==> config.mk <==
export PLATFORM = sky130hd
export DESIGN_NAME = prbs_code_sched
export DESIGN_NICKNAME = d
export VERILOG_FILES = /design/src/rtl/prbs_sched_pkg.sv /design/src/rtl/prbs_code_sched_rr_arbiter.sv /design/src/rtl/prbs_code_sched.sv
export SDC_FILE = /design/constraint.sdc
export NUM_CORES = 1
export LEC_CHECK = 0
export ABC_AREA = 1
export BUFFER_PORTS_ARGS = -buffer_cell sky130_fd_sc_hd__buf_4
export CAP_MARGIN = 30
export CORE_UTILIZATION = 54
export DETAILED_ROUTE_END_ITERATION = 8
export GPL_TIMING_DRIVEN = 0
export PLACE_DENSITY_LB_ADDON = 0.05
export SYNTH_ARGS = -nofsm -noshare
export SYNTH_HDL_FRONTEND = slang
export SYNTH_HIERARCHICAL = 1
export SYNTH_SLANG_ARGS = --single-unit
==> constraint.sdc <==
create_clock -name clk -period 6.8 [get_ports clk]
set_input_delay 0.68 -clock clk [delete_from_list [all_inputs] [get_ports clk]]
set_output_delay 0.68 -clock clk [all_outputs]
set_load 0.005 [all_outputs]
==> src/rtl/prbs_sched_pkg.sv <==
// prbs_sched_pkg: shared definitions for the PRBS code-word scheduler.
//   state_t / ST_*  : controller state encoding (RESEED, WARMUP, RUN)
//   ID_W            : requester-index width for the default requester count
//   SEED_W          : generator seed width
//   seed_sanitize() : maps an all-zero seed onto a fallback seed, because an
//                     LFSR seeded with zero locks up
package prbs_sched_pkg;

  typedef logic [1:0] state_t;

  localparam state_t ST_RESEED = 2'd0;
  localparam state_t ST_WARMUP = 2'd1;
  localparam state_t ST_RUN    = 2'd2;

  localparam int NUM_REQ_DEF = 4;
  localparam int ID_W        = $clog2(NUM_REQ_DEF);
  localparam int SEED_W      = 11;

  function automatic logic [SEED_W-1:0] seed_sanitize(
    input logic [SEED_W-1:0] seed,
    input logic [SEED_W-1:0] dflt
  );
    return (seed == '0) ? dflt : seed;
  endfunction

endpackage

==> src/rtl/prbs_code_sched_rr_arbiter.sv <==
// rr_arbiter: combinational round-robin pick.
//   req     in  NUM_REQ  request vector
//   ptr     in  ID_W     highest-priority index for this cycle
//   win_oh  out NUM_REQ  one-hot winner (zero when no request)
//   win_idx out ID_W     winner index
//   any_req out 1        at least one request present
module rr_arbiter #(
  parameter int NUM_REQ = 4,
  parameter int ID_W    = $clog2(NUM_REQ)
) (
  input  logic [NUM_REQ-1:0] req,
  input  logic [ID_W-1:0]    ptr,
  output logic [NUM_REQ-1:0] win_oh,
  output logic [ID_W-1:0]    win_idx,
  output logic               any_req
);

  int unsigned     cand;
  logic [ID_W-1:0] cidx;

  // Scan from ptr upward with wrap; the first set bit wins.
  always_comb begin
    win_oh  = '0;
    win_idx = '0;
    any_req = 1'b0;
    cand    = 0;
    cidx    = '0;
    for (int k = 0; k < NUM_REQ; k++) begin
      cand = (int'(ptr) + k) % NUM_REQ;
      cidx = ID_W'(cand);
      if (!any_req && req[cidx]) begin
        any_req      = 1'b1;
        win_idx      = cidx;
        win_oh[cidx] = 1'b1;
      end
    end
  end

endmodule

==> src/rtl/prbs_code_sched.sv <==
// prbs_code_sched: seed/reset sequencer and round-robin word distributor for
// a free-running parallel PRBS generator.
//   clk, resetb          clock, asynchronous active-low reset
//   cfg_seed, reseed_req seed applied on a reseed pulse (zero -> DEFAULT_SEED)
//   req / gnt            level requests, one-hot single-cycle grants
//   rsp_valid/ready/data/id  registered response slot carrying the granted word
//   busy                 high while not in RUN
//   prbs_rstb, prbs_seed registered reset and seed toward the generator
//   prbs_dat             generator word, used only in RUN
// Optional build macro PRBS_ZERO_GUARD_EN: a zero word in RUN is never granted;
// it forces a reseed with DEFAULT_SEED and sets the sticky zero_err output.
module prbs_code_sched
  import prbs_sched_pkg::*;
#(
  parameter int                        BIT_COUNT      = 16,
  parameter int                        REMAINDER_SIZE = 11,
  parameter int                        NUM_REQ        = 4,
  parameter logic [REMAINDER_SIZE-1:0] DEFAULT_SEED   = 11'h5A5,
  parameter int                        WARMUP_CYCLES  = 2
) (
  input  logic                        clk,
  input  logic                        resetb,
  input  logic [REMAINDER_SIZE-1:0]   cfg_seed,
  input  logic                        reseed_req,
  input  logic [NUM_REQ-1:0]          req,
  output logic [NUM_REQ-1:0]          gnt,
  output logic                        rsp_valid,
  input  logic                        rsp_ready,
  output logic [BIT_COUNT-1:0]        rsp_data,
  output logic [$clog2(NUM_REQ)-1:0]  rsp_id,
  output logic                        busy,
  output logic                        prbs_rstb,
  output logic [REMAINDER_SIZE-1:0]   prbs_seed,
  input  logic [BIT_COUNT-1:0]        prbs_dat
`ifdef PRBS_ZERO_GUARD_EN
  ,output logic                       zero_err
`endif
);

  localparam int IDW = $clog2(NUM_REQ);
  localparam int WW  = $clog2(WARMUP_CYCLES + 1);

  state_t           state;
  state_t           next_state;
  logic [WW-1:0]    warm_cnt;
  logic [IDW-1:0]   rr_ptr;
  logic [NUM_REQ-1:0] win_oh;
  logic [IDW-1:0]   win_idx;
  logic             any_req;
  logic             slot_free;
  logic             zero_hit;
  logic             grant_ok;

  rr_arbiter #(
    .NUM_REQ (NUM_REQ),
    .ID_W    (IDW)
  ) u_arb (
    .req     (req),
    .ptr     (rr_ptr),
    .win_oh  (win_oh),
    .win_idx (win_idx),
    .any_req (any_req)
  );

  // The slot can take a new word if empty or being drained this cycle.
  assign slot_free = !rsp_valid || rsp_ready;

`ifdef PRBS_ZERO_GUARD_EN
  assign zero_hit = (state == ST_RUN) && any_req && slot_free && (prbs_dat == '0);
`else
  assign zero_hit = 1'b0;
`endif

  // A reseed in the same cycle suppresses the grant.
  assign grant_ok = (state == ST_RUN) && any_req && slot_free && !reseed_req && !zero_hit;

  always_comb begin
    next_state = state;
    case (state)
      ST_RESEED: next_state = ST_WARMUP;
      ST_WARMUP: if (warm_cnt == '0) next_state = ST_RUN;
      ST_RUN:    next_state = ST_RUN;
      default:   next_state = ST_RESEED;
    endcase
    if (reseed_req || zero_hit) next_state = ST_RESEED;
  end

  assign busy = (state != ST_RUN);

  // Controller state, generator reset/seed.
  always_ff @(posedge clk or negedge resetb) begin
    if (!resetb) begin
      state     <= ST_RESEED;
      warm_cnt  <= '0;
      prbs_rstb <= 1'b0;
      prbs_seed <= DEFAULT_SEED;
    end else begin
      state     <= next_state;
      prbs_rstb <= (next_state != ST_RESEED);
      if (state == ST_RESEED)
        warm_cnt <= WW'(WARMUP_CYCLES - 1);
      else if (state == ST_WARMUP && warm_cnt != '0)
        warm_cnt <= warm_cnt - 1'b1;
      if (reseed_req)
        prbs_seed <= seed_sanitize(cfg_seed, DEFAULT_SEED);
      else if (zero_hit)
        prbs_seed <= DEFAULT_SEED;
    end
  end

  // Grant pulse, round-robin pointer and response slot.
  always_ff @(posedge clk or negedge resetb) begin
    if (!resetb) begin
      gnt       <= '0;
      rr_ptr    <= '0;
      rsp_valid <= 1'b0;
      rsp_data  <= '0;
      rsp_id    <= '0;
    end else begin
      gnt <= grant_ok ? win_oh : '0;
      if (grant_ok) begin
        rsp_valid <= 1'b1;
        rsp_data  <= prbs_dat;
        rsp_id    <= win_idx;
        rr_ptr    <= (win_idx == IDW'(NUM_REQ - 1)) ? '0 : win_idx + 1'b1;
      end else if (rsp_ready) begin
        rsp_valid <= 1'b0;
      end
    end
  end

`ifdef PRBS_ZERO_GUARD_EN
  always_ff @(posedge clk or negedge resetb) begin
    if (!resetb)       zero_err <= 1'b0;
    else if (zero_hit) zero_err <= 1'b1;
  end
`endif

endmodule

## After elaboration in Yosys (flattened, before gate mapping)

Cells that the tools add are included.
Widths: inputs -> output; s select.

| word-level totals | value |
|---|---|
| bits in registers | 41 |
| output and inout port bits | 36 |
| word-level logic and storage cells | 91 |

| operators by class | value |
|---|---|
| add/subtract/negate cells | 5 |
| order comparisons | 8 |
| equal/unequal tests | 4 |
| muxes and demuxes | 38 |
| bitwise gates (word level) | 3 |
| reductions and logical operators | 24 |

Operators with widths:

| operator | count |
|---|---|
| $mux 4 | 5 |
| $mux 2 | 9 |
| $mux 1 | 14 |
| $lt 2x3->1 const B | 4 |
| $or 4x4->4 | 3 |
| $logic_and 1x1->1 | 11 |
| $logic_not 11->1 | 1 |
| $mux 11 | 1 |
| $bmux 1 s2 | 4 |
| $demux 1 s2 | 4 |
| $ge 2x1->1 const B | 4 |
| $reduce_bool 2->1 | 4 |
| $pmux 2 s3 | 1 |
| $logic_not 1->1 | 5 |
| $add 2x1->2 const B | 2 |
| $add 2x2->2 const B | 2 |
| $eq 2x2->1 const B | 2 |
| $logic_not 2->1 | 2 |
| $eq 2x1->1 const B | 1 |
| $ne 2x2->1 const B | 1 |
| $sub 2x1->2 const B | 1 |
| $logic_or 1x1->1 | 1 |

## Logic depth before layout (Yosys ltp)

Gate-level depths: netlist of run 1.

| logic depth | value |
|---|---|
| word-level depth | 16 |
| gate-level depth with buffers | 14 |

## Modules after synthesis

The synthesis of run 1 kept the hierarchy.

By module, submodules not included:

| module | times used | cells each | area each (µm²) | sequential area each (µm²) |
|---|---|---|---|---|
| prbs_code_sched | 1 | 188 | 1739.2 | 1033.5 |
| rr_arbiter | 1 | 74 | 440.4 | 0.0 |

## Worst setup path after synthesis of run 1

OpenSTA, ideal clock, no wires.

| timing path | value |
|---|---|
| path kind | register -> register |
| start | reg rr_ptr[0] |
| end | reg rr_ptr[0] |
| arrival time | 2.134 ns |
| required time | 6.717 ns |
| setup slack | 4.583 ns |
| cell stages (with the launch flop) | 13 |
| buffers on the path | 1 |
| period minus slack after synthesis | 2.217 ns |
| path through | dfrtp_1 > inv_2 > ha_1 > inv_1 > nand2_1 > nand2_2 > nor2_4 > buf_6 > nand3_1 > nand3_1 > ha_1 > or2_2 > o21ai_0 |

RTL lines:

| element | line | RTL |
|---|---|---|
| from (decl) | prbs_code_sched.sv:46 | `logic [IDW-1:0] rr_ptr;` |
| from (signal assigned) | prbs_code_sched.sv:125 | `rr_ptr <= (win_idx == IDW'(NUM_REQ - 1)) ? '0 : win_idx + 1'b1;` |
| parallel branches: the longest is 11 deep, another holds $add 2x1->2 | -- |  |
| $mux 2 * | prbs_code_sched_rr_arbiter.sv:31 | `if (!any_req && req[cidx]) begin` |
| via win_idx[0] | prbs_code_sched.sv:48 | `logic [IDW-1:0] win_idx;` |
| $add 2x1->2 / $eq 2x2->1 (equally long branches) | prbs_code_sched.sv:125 |  |
| $mux 2 * | prbs_code_sched.sv:125 |  |

Mark *: on every way through the listed nets, which the timed path passes. The select of a mux whose other input is x is not followed.
A chain may end at the register's enable or synchronous reset.

## Worst setup path in the final report of run 1

| timing path | value |
|---|---|
| start | reg rr_ptr[0] |
| end | reg rr_ptr[0] |

RTL lines:

| element | line |
|---|---|
| parallel branches: the longest is 11 deep, another holds $add 2x1->2 | -- |
| $mux 2 * | prbs_code_sched_rr_arbiter.sv:31 |
| via win_idx[1] | prbs_code_sched.sv:48 |
| $eq 2x2->1 * | prbs_code_sched.sv:125 |
| $mux 2 * | prbs_code_sched.sv:125 |

Marked as above.

==> reports/metrics.csv, run 1 <==
stage,metric,value,unit
clock_network,cts_hold_buffers,0,
setup_path,crit_family,simple AND/OR/NAND/NOR gates,
hold_path,hold_class,input pin to asynchronous set/reset pin,
drt,drt_wl_total,4835,um
sta,rsz0062_at_grt,no,
global_route,grt_usage,24.74,%
setup_path,crit_required,7.00,ns
logic_synthesis,synth_seq_cells,41,
placement,gp_congestion,0.9380,
die,rows,22,
power,p_leak,1.540,nW
logic_synthesis,yosysWarnings,6,
setup_path,crit_buf_inv,2,
sta,setup_tns,0,ns
global_route,grt.busiest_layer,met2,
logic_synthesis,postSynthAreaPerCell,8.319,um2
clock_network,cts_buffer_depth,2,
setup_path,reg2reg_depth,11,
logic_synthesis,syn_area,2180,um2
placement,port_buffers,70,
drt,drt_iter0_markers,148,
die,dieArea,4294,um2
placement,dp_hpwl,3646,um
sta,fin_hold_ws,0.3562,ns
power,power_density,375.4,nW/um2
global_route,grt_max_degree,42,
drt,wire_per_inst,12.46,um
sta,skew,0.008703,ns
global_route,grt_overflow,0,
drt,num_vias,1967,
setup_path,slowest_delay,0.54,ns
logic_synthesis,yosysSeqAreaShare,47.42,%
status,outcome,completed,
clock_network,cts_resized,0,
drt,routed_via_density,5.070,
setup_path,crit_path_end_kind,flip-flop,
cells_and_area,fillCellCount,293,
die,io_pins,71,
setup_path,path_cells,inv_2 > ha_1 > inv_1 > nand3_1 > nand2_1 > nor2_1 > a21oi_1 > nand3_1 > ha_1 > or2_2 > o21ai_0,
sta,setup_viol,0,
drt,drc,0,
global_route,grt_pass1_wl,8121,um
setup_path,cp-start-kind,flip-flop,
logic_synthesis,syn-num-nets,304,
logic_synthesis,synth_cells,262,
cells_and_area,postLayoutCoreUtil,75.81,%
sta,hold_violations,0,
cells_and_area,nNetsFinal,381,
power,peakVddDrop,0.2473,mV
global_route,grt_util_met2,42.65,%
logic_synthesis,ys_types,25,
setup_path,path_class,flip-flop to flip-flop,
clock_network,clk_pin_slew,0.07,ns
clock_network,cts_setup_buffers,0,
sta,fin_crit_sh,37.21,%
clock_network,cts_buffers,5,
sta,tightest_slew,0.4935,ns
sta,finalCriticalPeriod,2.530,ns
sta,relSlewSlack,67.10,%
clock_network,cts-root-buf,clkbuf_8,
setup_path,critPathMaxFanout,10,
clock_network,clk_latency,0.29,ns
logic_synthesis,netlist.area_leader.share,40.18,%
logic_synthesis,synth_area_leaders,"dfrtp_1 40%, nand2_1 14%, dfstp_2 7.2%, nand3_1 5.3%, nand3_2 5.1%",
logic_synthesis,yosys.area.top_type,dfrtp_1,
cells_and_area,area_growth,31.17,%
die,die-height,65.53,um
global_route,antenna_found_initial,0,
global_route,grt_pass1_vias,1847,
drt,ant_nets,0,
cells_and_area,drive_gt1_share,35.00,%
setup_path,cp.arrival,2.73,ns
sta,drv_slew,0,
sta,fmax,0.3952,GHz
die,coreArea,3771,um2
setup_path,cp.depth,11,
die,start_util,57.80,%
clock_network,htreeDepth,2,
die,die_x,65.53,um
setup_path,cp_slowest_cell,dfrtp_1,
clock_network,cts_tree,yes,
clock_network,cts.sinks,41,
drt,firstDrtPassIters,5,
global_route,use_met1,31.76,%
global_route,met3_usage,5.035,%
cells_and_area,n_antenna_cell,0,
job,cap_violations,0,
==> metal layers <==
metal	wire [um]	share of wire, %	vias up
li1	-	-	990
met1	2111	44	898
met2	2372	49	77
met3	326	6.7	2
met4	25	0.52	0
met5	0	0	-
==> cell usage in the layout, fill, tap and decap left out, drive strengths merged <==
| cell | n |
|---|---|
| clkinvlp | 1 |
| ha | 7 |
| clkbuf | 7 |
| inv | 22 |
| dfrtp | 35 |
| or2 | 1 |
| nand2 | 91 |
| nor2 | 27 |
| a21boi | 4 |
| o22ai | 1 |
| nand4 | 7 |
| a21oi | 14 |
| nand3 | 35 |
| nor3 | 1 |
| dfstp | 6 |
| and2 | 1 |
| o21ai | 1 |
| buf | 79 |
==> synthesized netlist by cell type <==
library cell	instances
buf_4	2
dfstp_2	6
buf_2	4
buf_8	1
nor3_1	1
nand2_2	9
and2_0	1
nand2_4	1
nand4_1	7
nor2_4	2
ha_1	7
nand3_1	23
o21ai_0	1
inv_2	2
a21oi_1	14
buf_6	2
nand2_1	81
a21boi_0	4
nand3_2	11
inv_1	20
dfrtp_1	35
o22ai_1	1
nand3_4	1
or2_2	1
nor2_1	25
==> worst register-to-register path, stage by stage (launching register included) <==
cell     delay [ns]
dfrtp_1        0.54
inv_2          0.18
ha_1           0.39
inv_1          0.13
nand3_1        0.09
nand2_1        0.06
nor2_1         0.10
a21oi_1        0.16
nand3_1        0.16
ha_1           0.21
or2_2          0.28
o21ai_0        0.15
==> logic make-up after synthesis <==
group	count (synthesis)	share of synthesized area, %
buf+inv	31	7.118
flops	41	47.42
compound gates	20	5.109
simple gates	163	36.34
fa+ha+maj	7	4.018
==> path summary, 6_finish.rpt <==
path,end,slack [ns],from
setup / recovery,rr_ptr[0],4.27,rr_ptr[0]
min in group clk,prbs_seed[1],0.48,prbs_seed[1]
hold / removal,gnt[3],0.36,resetb
setup reg to reg,rr_ptr[0],4.27,rr_ptr[0]
hold reg to reg,prbs_seed[1],0.48,prbs_seed[1]
max in group asynchronous,prbs_seed[7],6.08,resetb
==> flip-flops by register name (all words and copies together), names as in the netlist <==
| signal | count |
|---|---|
| rr_ptr | 2 |
| state | 2 |
| rsp_data | 16 |
| prbs_rstb | 1 |
| warm_cnt | 2 |
| rsp_valid | 1 |
| gnt | 4 |
| prbs_seed | 11 |
| rsp_id | 2 |
==> cell type report <==
type	count	area (um2)	area share (%)
clock buffers	7	86.33	3.020
repair buffers	70	525.5	18.38
well taps	48	60.06	2.101
flip-flops and latches	41	1033	36.15
clock inverters	1	7.507	0.2626
inverters	22	82.58	2.888
multi-input cells	190	991.0	34.66
plain buffers	9	72.57	2.538
==> power by group <==
part	internal, W	total (W)	switching (W)
Clock	0.0000825	0.000162	0.0000799
Sequential	0.000324	0.000379	0.0000555
Combinational	0.000232	0.000532	0.000300
Total	0.000638	0.00107	0.000435
==> metrics by stage <==
| step | worst slack, ns | total power, W | area (um2) | cells |
|---|---|---|---|---|
| finish | 4.270 | 0.001073 | 2859 | 388 |
| global route | 4.048 | 0.001165 | 2859 | 388 |
| detailed placement | 4.333 | 0.0009074 | 2765 | 380 |
| global placement | 4.379 | 0.0008915 | 2765 | 380 |
| floorplan | 4.583 | 0.0007103 | 2180 | 262 |
| CTS | 4.307 | 0.001072 | 2859 | 388 |
Power figures use the tool's default switching activity.
==> inputs of run 2 (changes only) <==
- CORE_UTILIZATION: 54 -> 46
- clock period: 6.8 -> 2.06 ns (I/O delays scaled with it)
==> run 2 against run 1 <==
Compared with the run above: the flow now finishes with violations (design-rule violations); register-to-register slack worse by 4.2 ns; via count is 1.9% higher; maximum frequency is 26% higher; global-route usage is 4.0 points lower; sequential share of layout area is 2.2 points lower; largest power group unchanged.
==> reports/metrics.csv, run 2 (same netlist as run 1, synthesis figures left out) <==
stage,metric,value,unit
die,coreArea,4444,um2
setup_path,cp-start-kind,flip-flop,
setup_path,rr_startpoint,rr_ptr[1],
sta,tightest_slew,0.5004,ns
setup_path,crit_start,rr_ptr[1],
global_route,met3_usage,4.416,%
cells_and_area,final_area,3049,um2
drt,routed_via_density,4.936,
cells_and_area,n_antenna_cell,0,
sta,drv_slew,0,
power,power,0.003938,W
die,die-height,70.84,um
status,outcome,"complete, but fails checks",
global_route,grt_pass1_wl,8259,um
job,cap_violations,0,
clock_network,htreeDepth,2,
drt,firstDrtPassIters,6,
die,rows,24,
clock_network,cts_tree,yes,
cells_and_area,mostFrequentLayoutCell,buf_4,
drt,drc,6,
cells_and_area,largest_reg_flops,16,
placement,dp_hpwl,3530,um
global_route,use_met1,27.20,%
global_route,grt_util_met2,34.94,%
drt,drt_wl_total,5065,um
sta,hold_violations,0,
status,violations,design-rule violations,
cells_and_area,top_register,rsp_data,
setup_path,cp.arrival,2.23,ns
global_route,grt_pass1_vias,1885,
power,power_density,1291,nW/um2
setup_path,critPathMaxFanout,6,
drt,num_vias,2004,
hold_path,hold_class,input pin to flip-flop,
power,p_leak,1.623,nW
cells_and_area,postLayoutCoreUtil,68.61,%
sta,relSlewSlack,66.64,%
global_route,antenna_found_initial,0,
global_route,grt_max_degree,42,
placement,dpl_cell_area,2788,um2
placement,port_buffers,70,
setup_path,crit_required,2.28,ns
clock_network,cts.sinks,41,
setup_path,path_class,flip-flop to flip-flop,
placement,gp_congestion,0.8628,
cells_and_area,area_growth,39.90,%
die,dieArea,5018,um2
drt,drt_iter0_markers,108,
global_route,grt_overflow,0,
die,io_pins,71,
cells_and_area,drive_gt1_share,41.53,%
cells_and_area,fillCellCount,364,
sta,setup_viol,0,
clock_network,clk_pin_slew,0.08,ns
drt,ant_nets,0,
global_route,grt_usage,20.78,%
global_route,grt.busiest_layer,met2,
sta,fin_crit_sh,97.79,%
die,die_x,70.84,um
cells_and_area,reg.largest.list,"rsp_data x16, prbs_seed x11, gnt x4",
hold_path,hp-start,cfg_seed[3],
sta,rsz0062_at_grt,yes,
cells_and_area,nNetsFinal,395,
setup_path,crit_path_end_kind,flip-flop,
die,start_util,49.04,%
drt,wire_per_inst,12.48,um
clock_network,cts_buffers,5,
sta,skew,0.01172,ns
clock_network,cts-root-buf,clkbuf_8,
cells_and_area,final_cell_mix,"81 x buf_4, 77 x nand2_1, 33 x dfrtp_1",
clock_network,clk_latency,0.29,ns
clock_network,cts_buffer_depth,2,
sta,fmax,0.4964,GHz
power,peakVddDrop,0.8597,mV
sta,finalCriticalPeriod,2.014,ns
sta,fin_hold_ws,0.1249,ns
## run 2: cell types whose count changed in the layout (fill, tap and decap cells not counted), moves of 3 or more
cell	before	now
buf_4	72	81
buf_6	2	5
inv_1	20	17
nand2_1	81	77
## run 2: worst paths after layout
check	endpoint	slack [ns]	cells past startpoint
max reg2reg	rr_ptr[0]	0.05	11
min reg2reg	prbs_seed[4]	0.48	2
max	rr_ptr[0]	0.05	11
max in group asynchronous	rr_ptr[0]	1.26	2
min in group asynchronous	rsp_data[2]	0.43	2
min	prbs_seed[3]	0.12	3
## run 2: what timing repair did
action | 4_1_cts | 5_1_grt
hold buffers | 1 | 0
endpoints found under the setup margin | 22 | 22
hold endpoints to repair | 35 | 0
gates resized for setup | 7 | 17
buffers inserted | 5 | 7
cloned | 0 | 1
pin swaps | 3 | 8
## run 2: area by class of cell
class                      instances  area (um2)  area share, %
clock inverter                     1       5.005         0.1641
timing repair buffer              84       634.4          20.80
multi-input combinational        190        1055          34.59
buffer                             9       85.08          2.790
sequential                        41        1036          33.98
inverter                          22       92.59          3.037
clock buffer                       7       76.32          2.503
tap                               52       65.06          2.134
## run 2: routing by layer
layer  vias up  part of all wire [%]
met3         4                   5.8
met1       900                    45
li1       1025                     -
met2        75                    48
met5         -                     0
met4         0                  0.81
## run 2: through the flow
step | setup WS (ns) | cells | setup TNS [ns]
floorplan | 0.01504 | 262 | 0
global placement | -0.1351 | 384 | -1.472
detailed placement | -0.1824 | 384 | -1.889
CTS | 0.01339 | 398 | 0
global route | -0.02692 | 406 | -0.03000
finish | 0.04557 | 406 | 0
## run 2: worst max-delay path, cell delays in order, from the launching register on
cell     delay [ns]
dfrtp_2        0.44
inv_4          0.09
ha_4           0.23
inv_4          0.07
nand3_1        0.07
nand2_1        0.08
nor2_2         0.09
a21oi_2        0.17
nand3_2        0.11
ha_1           0.19
or2_2          0.29
o21ai_2        0.12
## run 2: where the power goes
group | internal, W | switching (W) | total [W]
Sequential | 0.00107 | 0.000158 | 0.00123
Combinational | 0.00104 | 0.00117 | 0.00221
Clock | 0.000238 | 0.000262 | 0.000500
